`src/rtl/mem_if_pkg.sv`:
```
// Shared types and constants for the CPU data-memory initiator.
// Holds the access-size and FSM-state enums plus default address-map bases.
package mem_if_pkg;

    typedef enum logic [1:0] {
        BYTE = 2'd0,
        HALF = 2'd1,
        WORD = 2'd2
    } mem_size_t;

    typedef enum logic [1:0] {
        S_IDLE = 2'd0,
        S_WAIT = 2'd1,
        S_RESP = 2'd2
    } state_t;

    localparam logic [31:0] DEAD_BEEF     = 32'hDEAD_BEEF;
    localparam logic [31:0] DEF_DMEM_BASE = 32'h0000_6000;
    localparam logic [31:0] DEF_IO_BASE   = 32'h0001_0000;

    // Half needs bit 0 clear, word needs bits 1:0 clear.
    function automatic logic is_misaligned(input logic [1:0] size, input logic [1:0] lsb);
        return ((size == HALF) && lsb[0]) || ((size == WORD) && (lsb != 2'b00));
    endfunction

endpackage

```
`src/rtl/dmem_watchdog.sv`:
```
// Hang watchdog: counts enabled cycles and flags the last allowed one.
// Counter width is $clog2(TIMEOUT_CYC); clear has priority over enable.
module dmem_watchdog #(
    parameter int TIMEOUT_CYC = 64
) (
    input  logic clk,
    input  logic rst,
    input  logic clear,
    input  logic enable,
    output logic expire
);

    localparam int CW = $clog2(TIMEOUT_CYC);

    logic [CW-1:0] count;

    always_ff @(posedge clk or posedge rst) begin
        if (rst) begin
            count <= '0;
        end else if (clear) begin
            count <= '0;
        end else if (enable) begin
            count <= count + 1'b1;
        end
    end

    assign expire = enable && (count == CW'(TIMEOUT_CYC - 1));

endmodule

```
`src/rtl/dmem_request_initiator.sv`:
```
// CPU-side initiator for the data-memory port: IDLE -> WAIT -> RESP per access.
// Build option: define MISALIGN_TRAP_EN to reject misaligned half/word accesses.
module dmem_request_initiator
    import mem_if_pkg::*;
#(
    parameter logic [31:0] DMEM_BASE   = DEF_DMEM_BASE,
    parameter logic [31:0] IO_BASE     = DEF_IO_BASE,
    parameter int          TIMEOUT_CYC = 64
) (
    input  logic        CLK,
    input  logic        RST,
    input  logic        req_valid,
    input  logic        req_we,
    input  logic [31:0] req_addr,
    input  logic [31:0] req_wdata,
    input  logic [1:0]  req_size,
    input  logic        req_sign,
    output logic        stall,
    output logic        resp_valid,
    output logic [31:0] resp_rdata,
    output logic        resp_err,
    output logic        MEM_RDEN2,
    output logic        MEM_WE2,
    output logic [31:0] MEM_ADDR2,
    output logic [31:0] MEM_DIN2,
    output logic [1:0]  MEM_SIZE,
    output logic        MEM_SIGN,
    input  logic [31:0] MEM_DOUT2,
    input  logic        memValid2,
    output logic [1:0]  dbg_state
);

    // Handshake: the pipeline holds req_valid and req_* until it sees
    // resp_valid; stall is high for exactly that span. The wrapper sees
    // strobes that stay high until the cycle it returns memValid2.

    state_t state, state_next;
    logic   mem_we_q;
    logic   req_legal, misaligned, is_io, expire;
    logic   issue, reject, done_ok, done_err;

`ifdef MISALIGN_TRAP_EN
    assign misaligned = is_misaligned(req_size, req_addr[1:0]);
`else
    assign misaligned = 1'b0;
`endif

    assign req_legal = (req_addr >= DMEM_BASE) && (req_size != 2'd3) && !misaligned;
    assign is_io     = (MEM_ADDR2 >= IO_BASE);

    dmem_watchdog #(.TIMEOUT_CYC(TIMEOUT_CYC)) u_watchdog (
        .clk    (CLK),
        .rst    (RST),
        .clear  (state == S_RESP),
        .enable (state == S_WAIT),
        .expire (expire)
    );

    always_comb begin
        state_next = state;
        issue      = 1'b0;
        reject     = 1'b0;
        done_ok    = 1'b0;
        done_err   = 1'b0;
        case (state)
            S_IDLE: begin
                if (req_valid) begin
                    if (req_legal) begin
                        issue      = 1'b1;
                        state_next = S_WAIT;
                    end else begin
                        reject     = 1'b1;
                        state_next = S_RESP;
                    end
                end
            end
            S_WAIT: begin
                // IO never answers with memValid2; memValid2 beats a same-cycle timeout.
                if (is_io || memValid2) begin
                    done_ok    = 1'b1;
                    state_next = S_RESP;
                end else if (expire) begin
                    done_err   = 1'b1;
                    state_next = S_RESP;
                end
            end
            S_RESP:  state_next = S_IDLE;
            default: state_next = S_IDLE;
        endcase
    end

    always_ff @(posedge CLK or posedge RST) begin
        if (RST) begin
            state      <= S_IDLE;
            mem_we_q   <= 1'b0;
            MEM_RDEN2  <= 1'b0;
            MEM_WE2    <= 1'b0;
            MEM_ADDR2  <= '0;
            MEM_DIN2   <= '0;
            MEM_SIZE   <= '0;
            MEM_SIGN   <= 1'b0;
            resp_rdata <= DEAD_BEEF;
            resp_err   <= 1'b0;
        end else begin
            state <= state_next;
            if (state == S_IDLE && req_valid) begin
                MEM_ADDR2 <= req_addr;
                MEM_DIN2  <= req_wdata;
                MEM_SIZE  <= req_size;
                MEM_SIGN  <= req_sign;
                mem_we_q  <= req_we;
            end
            if (issue) begin
                MEM_RDEN2 <= ~req_we;
                MEM_WE2   <= req_we;
            end else if (done_ok || done_err) begin
                MEM_RDEN2 <= 1'b0;
                MEM_WE2   <= 1'b0;
            end
            if (reject || done_err) begin
                resp_rdata <= DEAD_BEEF;
                resp_err   <= 1'b1;
            end else if (done_ok) begin
                resp_rdata <= mem_we_q ? 32'h0 : MEM_DOUT2;
                resp_err   <= 1'b0;
            end else if (state == S_RESP) begin
                resp_err <= 1'b0;
            end
        end
    end

    assign resp_valid = (state == S_RESP);
    assign stall      = req_valid & ~resp_valid;
    assign dbg_state  = state;

endmodule

```
`config.mk`:
```
export PLATFORM = sky130hd
export DESIGN_NAME = dmem_request_initiator
export DESIGN_NICKNAME = d
export VERILOG_FILES = /design/src/rtl/mem_if_pkg.sv /design/src/rtl/dmem_watchdog.sv /design/src/rtl/dmem_request_initiator.sv
export SDC_FILE = /design/constraint.sdc
export NUM_CORES = 1
export LEC_CHECK = 0
export ABC_AREA = 1
export BUFFER_PORTS_ARGS = -buffer_cell sky130_fd_sc_hd__buf_2
export CAP_MARGIN = 10
export CORE_MARGIN = 4
export CORE_UTILIZATION = 25
export CTS_CLUSTER_SIZE = 40
export DETAILED_ROUTE_END_ITERATION = 16
export SYNTH_ARGS = -nofsm -noshare
export SYNTH_HDL_FRONTEND = slang
export SYNTH_HIERARCHICAL = 1
export SYNTH_SLANG_ARGS = --single-unit
```
`constraint.sdc`:
```
create_clock -name CLK -period 4.3 [get_ports CLK]
set_input_delay 0.86 -clock CLK [delete_from_list [all_inputs] [get_ports CLK]]
set_output_delay 0.86 -clock CLK [all_outputs]
set_load 0.05 [all_outputs]
```
==> run metrics <==
crit path DAT=between 2000 and 3000 ps; gr busiest metal=met2; Antenna diodes=0; Slew HR=between 20% and 30%; Placer Congestion=0.789; asr flop ratio synth=100%; Sum Neg Setup Slack=0 ps; met3 Usage GRT=under 10%; detailed router's first-iteration violation count=roughly 190; clk_lat worst skew=~350 ps; logic gate share of total power=a little over two fifths; Area Growth Syn to Fin=32.2%; Finish-stage setup viols=0; Pleak=around 3.7 nW; Clock Sinks=111; post-route cell area=6460 sq um; Area contributors post-synth=dfrtp_1 (45%), nand2_1 (23%), dfstp_2 (13%); Via-to-Cell Ratio=about 4.2; Clk pin slew, worst setup/hold paths=~70 ps; post-synthesis compound-gate area fraction=1.49%; H-tree depth=3; worst path cell trace=buf_2 -> nor2_1 -> nand2_1 -> nor2_1 -> nand3_1 -> nand2_1 -> nand2_2 -> nand2_4 -> nand2_1 -> nand2_1; Final Cycle Share=around 62%; switching power total=2.05 mW; row cnt=50; Slew Limit Fails=0; Nets=898; Worst EP required=4590 ps; dpl cell area=6150 sq um; Layout fillers=2009; post-synthesis instance area=approximately 4900 sq um; final wirelength=14300 microns; Synth top cells by count=nand2_1 (304), dfrtp_1 (87), nand3_1 (66), nor2_1 (30), dfstp_2 (24); worst slew pin tran=around 1100 ps; Die Ht=148 microns; top cell type by total area after synthesis=dfrtp_1; Longest Clk Path Bufs=2; Seq pwr share=between 30 and 40%; vias in the first global route=approximately 4400; Yosys reg bits=roughly 110; via count=roughly 4500; Hold WC Path Type=in2async; CP most frequent cell=nand2_1; grt met2 use=around a fifth; First-pass DRT Iterations=4; hold_buf cts=0; All-Layer GR Usage=between 10 and 15%; Achievable Freq=roughly 370 MHz; status=finished clean; Final Hold Viols=0; Top FF cell, synth=dfrtp_1; clk root buf=clkbuf_16; Ys Warns=6; CP endpoint kind=flop; post-CTS setup buffers=0; Boundary Pins=between 200 and 250; crit start category=input port; multiplexer share of the synthesized area=0%; Cell Int Power=roughly 2.3 mW; Max IR drop VDD=between 300 and 400 uV; Post-Synth Adder-Cell Area=0.256%; antenna violations before repair=1; initial core utilization=around a quarter; CP Class=in2reg; Worst Skew=around 11 ps; Sw Share=between 40 and 50%; sequential area share after synthesis=57.5%; max cap viols=0; overflow left after global routing=0; cts bufs inserted=9; Buffers on Ports=209; Final Critical Period=approximately 2700 ps; largest net degree at the start of global routing=70; Post-synth EDFFs=0; DP HPWL=roughly 10000 microns; Gates resized, CTS repair=0; clock network power share=20.4%; Power Density=668 nW/um^2; post-synth top area share=44.6%; CTS tree=built; Die ar.=~22000 sq um; Detail Route Antenna Nets=0; share of layout cells above drive strength 1=approximately a third; largest stage delay on the critical path=620 ps; cell count after synthesis=between 500 and 600; first-pass GRT wire length=between 20000 and 25000 microns; most common cell in the netlist=nand2_1; DRC viols=0; Core Area=approximately 19000 sq um; Die X=148 microns; worst-path fanout max=64; Unique masters post-synth=27; Avg WL per Cell=about 13 microns; largest family of logic cells by synthesized area=simple AND/OR/NAND/NOR gates; RSZ-0062 raised after global routing=false; mean post-synth cell area=8.15 sq um; Worst path slowest cell=nand2_2; met1 Resource Use GR=roughly 17%; Post-Syn Nets=around 700; XOR/XNOR Fraction of Synth Area=0%; share of synthesized cell area in and, or, nand and nor gates=36.0%
-- critical path: cells and delay by family --
family                 cells  cell delay [ps]
and+or+nand+nor            9             1990
buffers and inverters      1              110
-- state kept, by name, summed over array words and instances, names as in the netlist --
name / cells
MEM_SIGN: 1
MEM_RDEN2: 1
dbg_state: 2
MEM_DIN2: 32
u_watchdog/count: 6
MEM_WE2: 1
resp_err: 1
resp_rdata: 32
MEM_SIZE: 2
MEM_ADDR2: 32
mem_we_q: 1
-- final cells by class --
cell class | instances | area (sq um) | share of cell area, %
sequential | 111 | 2810 | 43.5
multi-input combinational | 437 | 1840 | 28.6
timing repair buffer | 213 | 1090 | 16.9
tap | 260 | 325 | 5.04
clock buffer | 9 | 225 | 3.49
clock inverter | 7 | 83.8 | 1.30
inverter | 21 | 81.3 | 1.26
-- path summary, 6_finish.rpt --
check,from,end,slack [ps],cells past startpoint
worst max-delay path,req_addr[16],resp_rdata[15],1620,10
worst min-delay path,RST,u_watchdog/count[5],450,2
worst max register to register,dbg_state[1],resp_rdata[15],1920,13
worst min register to register,MEM_ADDR2[0],MEM_ADDR2[0],480,2
max in group asynchronous,RST,MEM_DIN2[8],2950,3
min in group CLK,MEM_ADDR2[0],MEM_ADDR2[0],480,2
-- cell families (layout without fill, tap and decap cells) --
group	count (synthesis)	count (layout)
compound gates	14	14
fa+ha+maj	1	1
buf+inv	51	250
flops	111	111
simple gates	422	422
-- per-layer routing --
metal / wire (microns) / vias up / share of wire [%]
met5: 7 / - / 0.049
met4: 140 / 2 / 0.98
met3: 1330 / 14 / 9.3
met2: 6150 / 165 / 43
met1: 6660 / 2024 / 47
li1: - / 2258 / -
-- power groups by stage --
stage,Combinational [mW],Clock (mW),Sequential [mW]
after floorplan,0.459,0,2.54
after global placement,1.88,0,1.58
after detailed placement,1.91,0,1.57
after CTS,1.91,0.914,1.56
after global routing,2.01,0.955,1.60
final,1.88,0.881,1.55
-- placed cells by master (no fill, tap or decap), types with 4 or more instances in the layout --
| cell | Yosys | final |
|---|---|---|
| nand2_1 | 304 | 303 |
| buf_2 | 12 | 209 |
| dfrtp_1 | 87 | 87 |
| nand3_1 | 66 | 66 |
| nor2_1 | 30 | 30 |
| dfstp_2 | 24 | 24 |
| inv_1 | 18 | 17 |
| clkbuf_16 | 0 | 9 |
| o21ai_0 | 7 | 7 |
| nand4_1 | 6 | 6 |
| inv_6 | 0 | 4 |
| nor2_2 | 4 | 4 |
| a21oi_1 | 4 | 4 |
-- through the flow --
| stage | power, mW | std cells | worst slack [ps] | hold slack [ps] | util, % |
|---|---|---|---|---|---|
| 2_1_floorplan | 2.99 | 599 | 719 | 467 | - |
| 4_1_cts | 4.38 | 1058 | 1600 | 445 | 34.1 |
| 3_3_place_gp | 3.46 | 1042 | 1240 | 459 | 32.4 |
| 6_report | 4.31 | 1058 | 1620 | 449 | 34.1 |
| 5_1_grt | 4.56 | 1058 | 1320 | 465 | 34.1 |
| 3_5_place_dp | 3.47 | 1042 | 1230 | 461 | 32.4 |
Power figures use the tool's default switching activity.
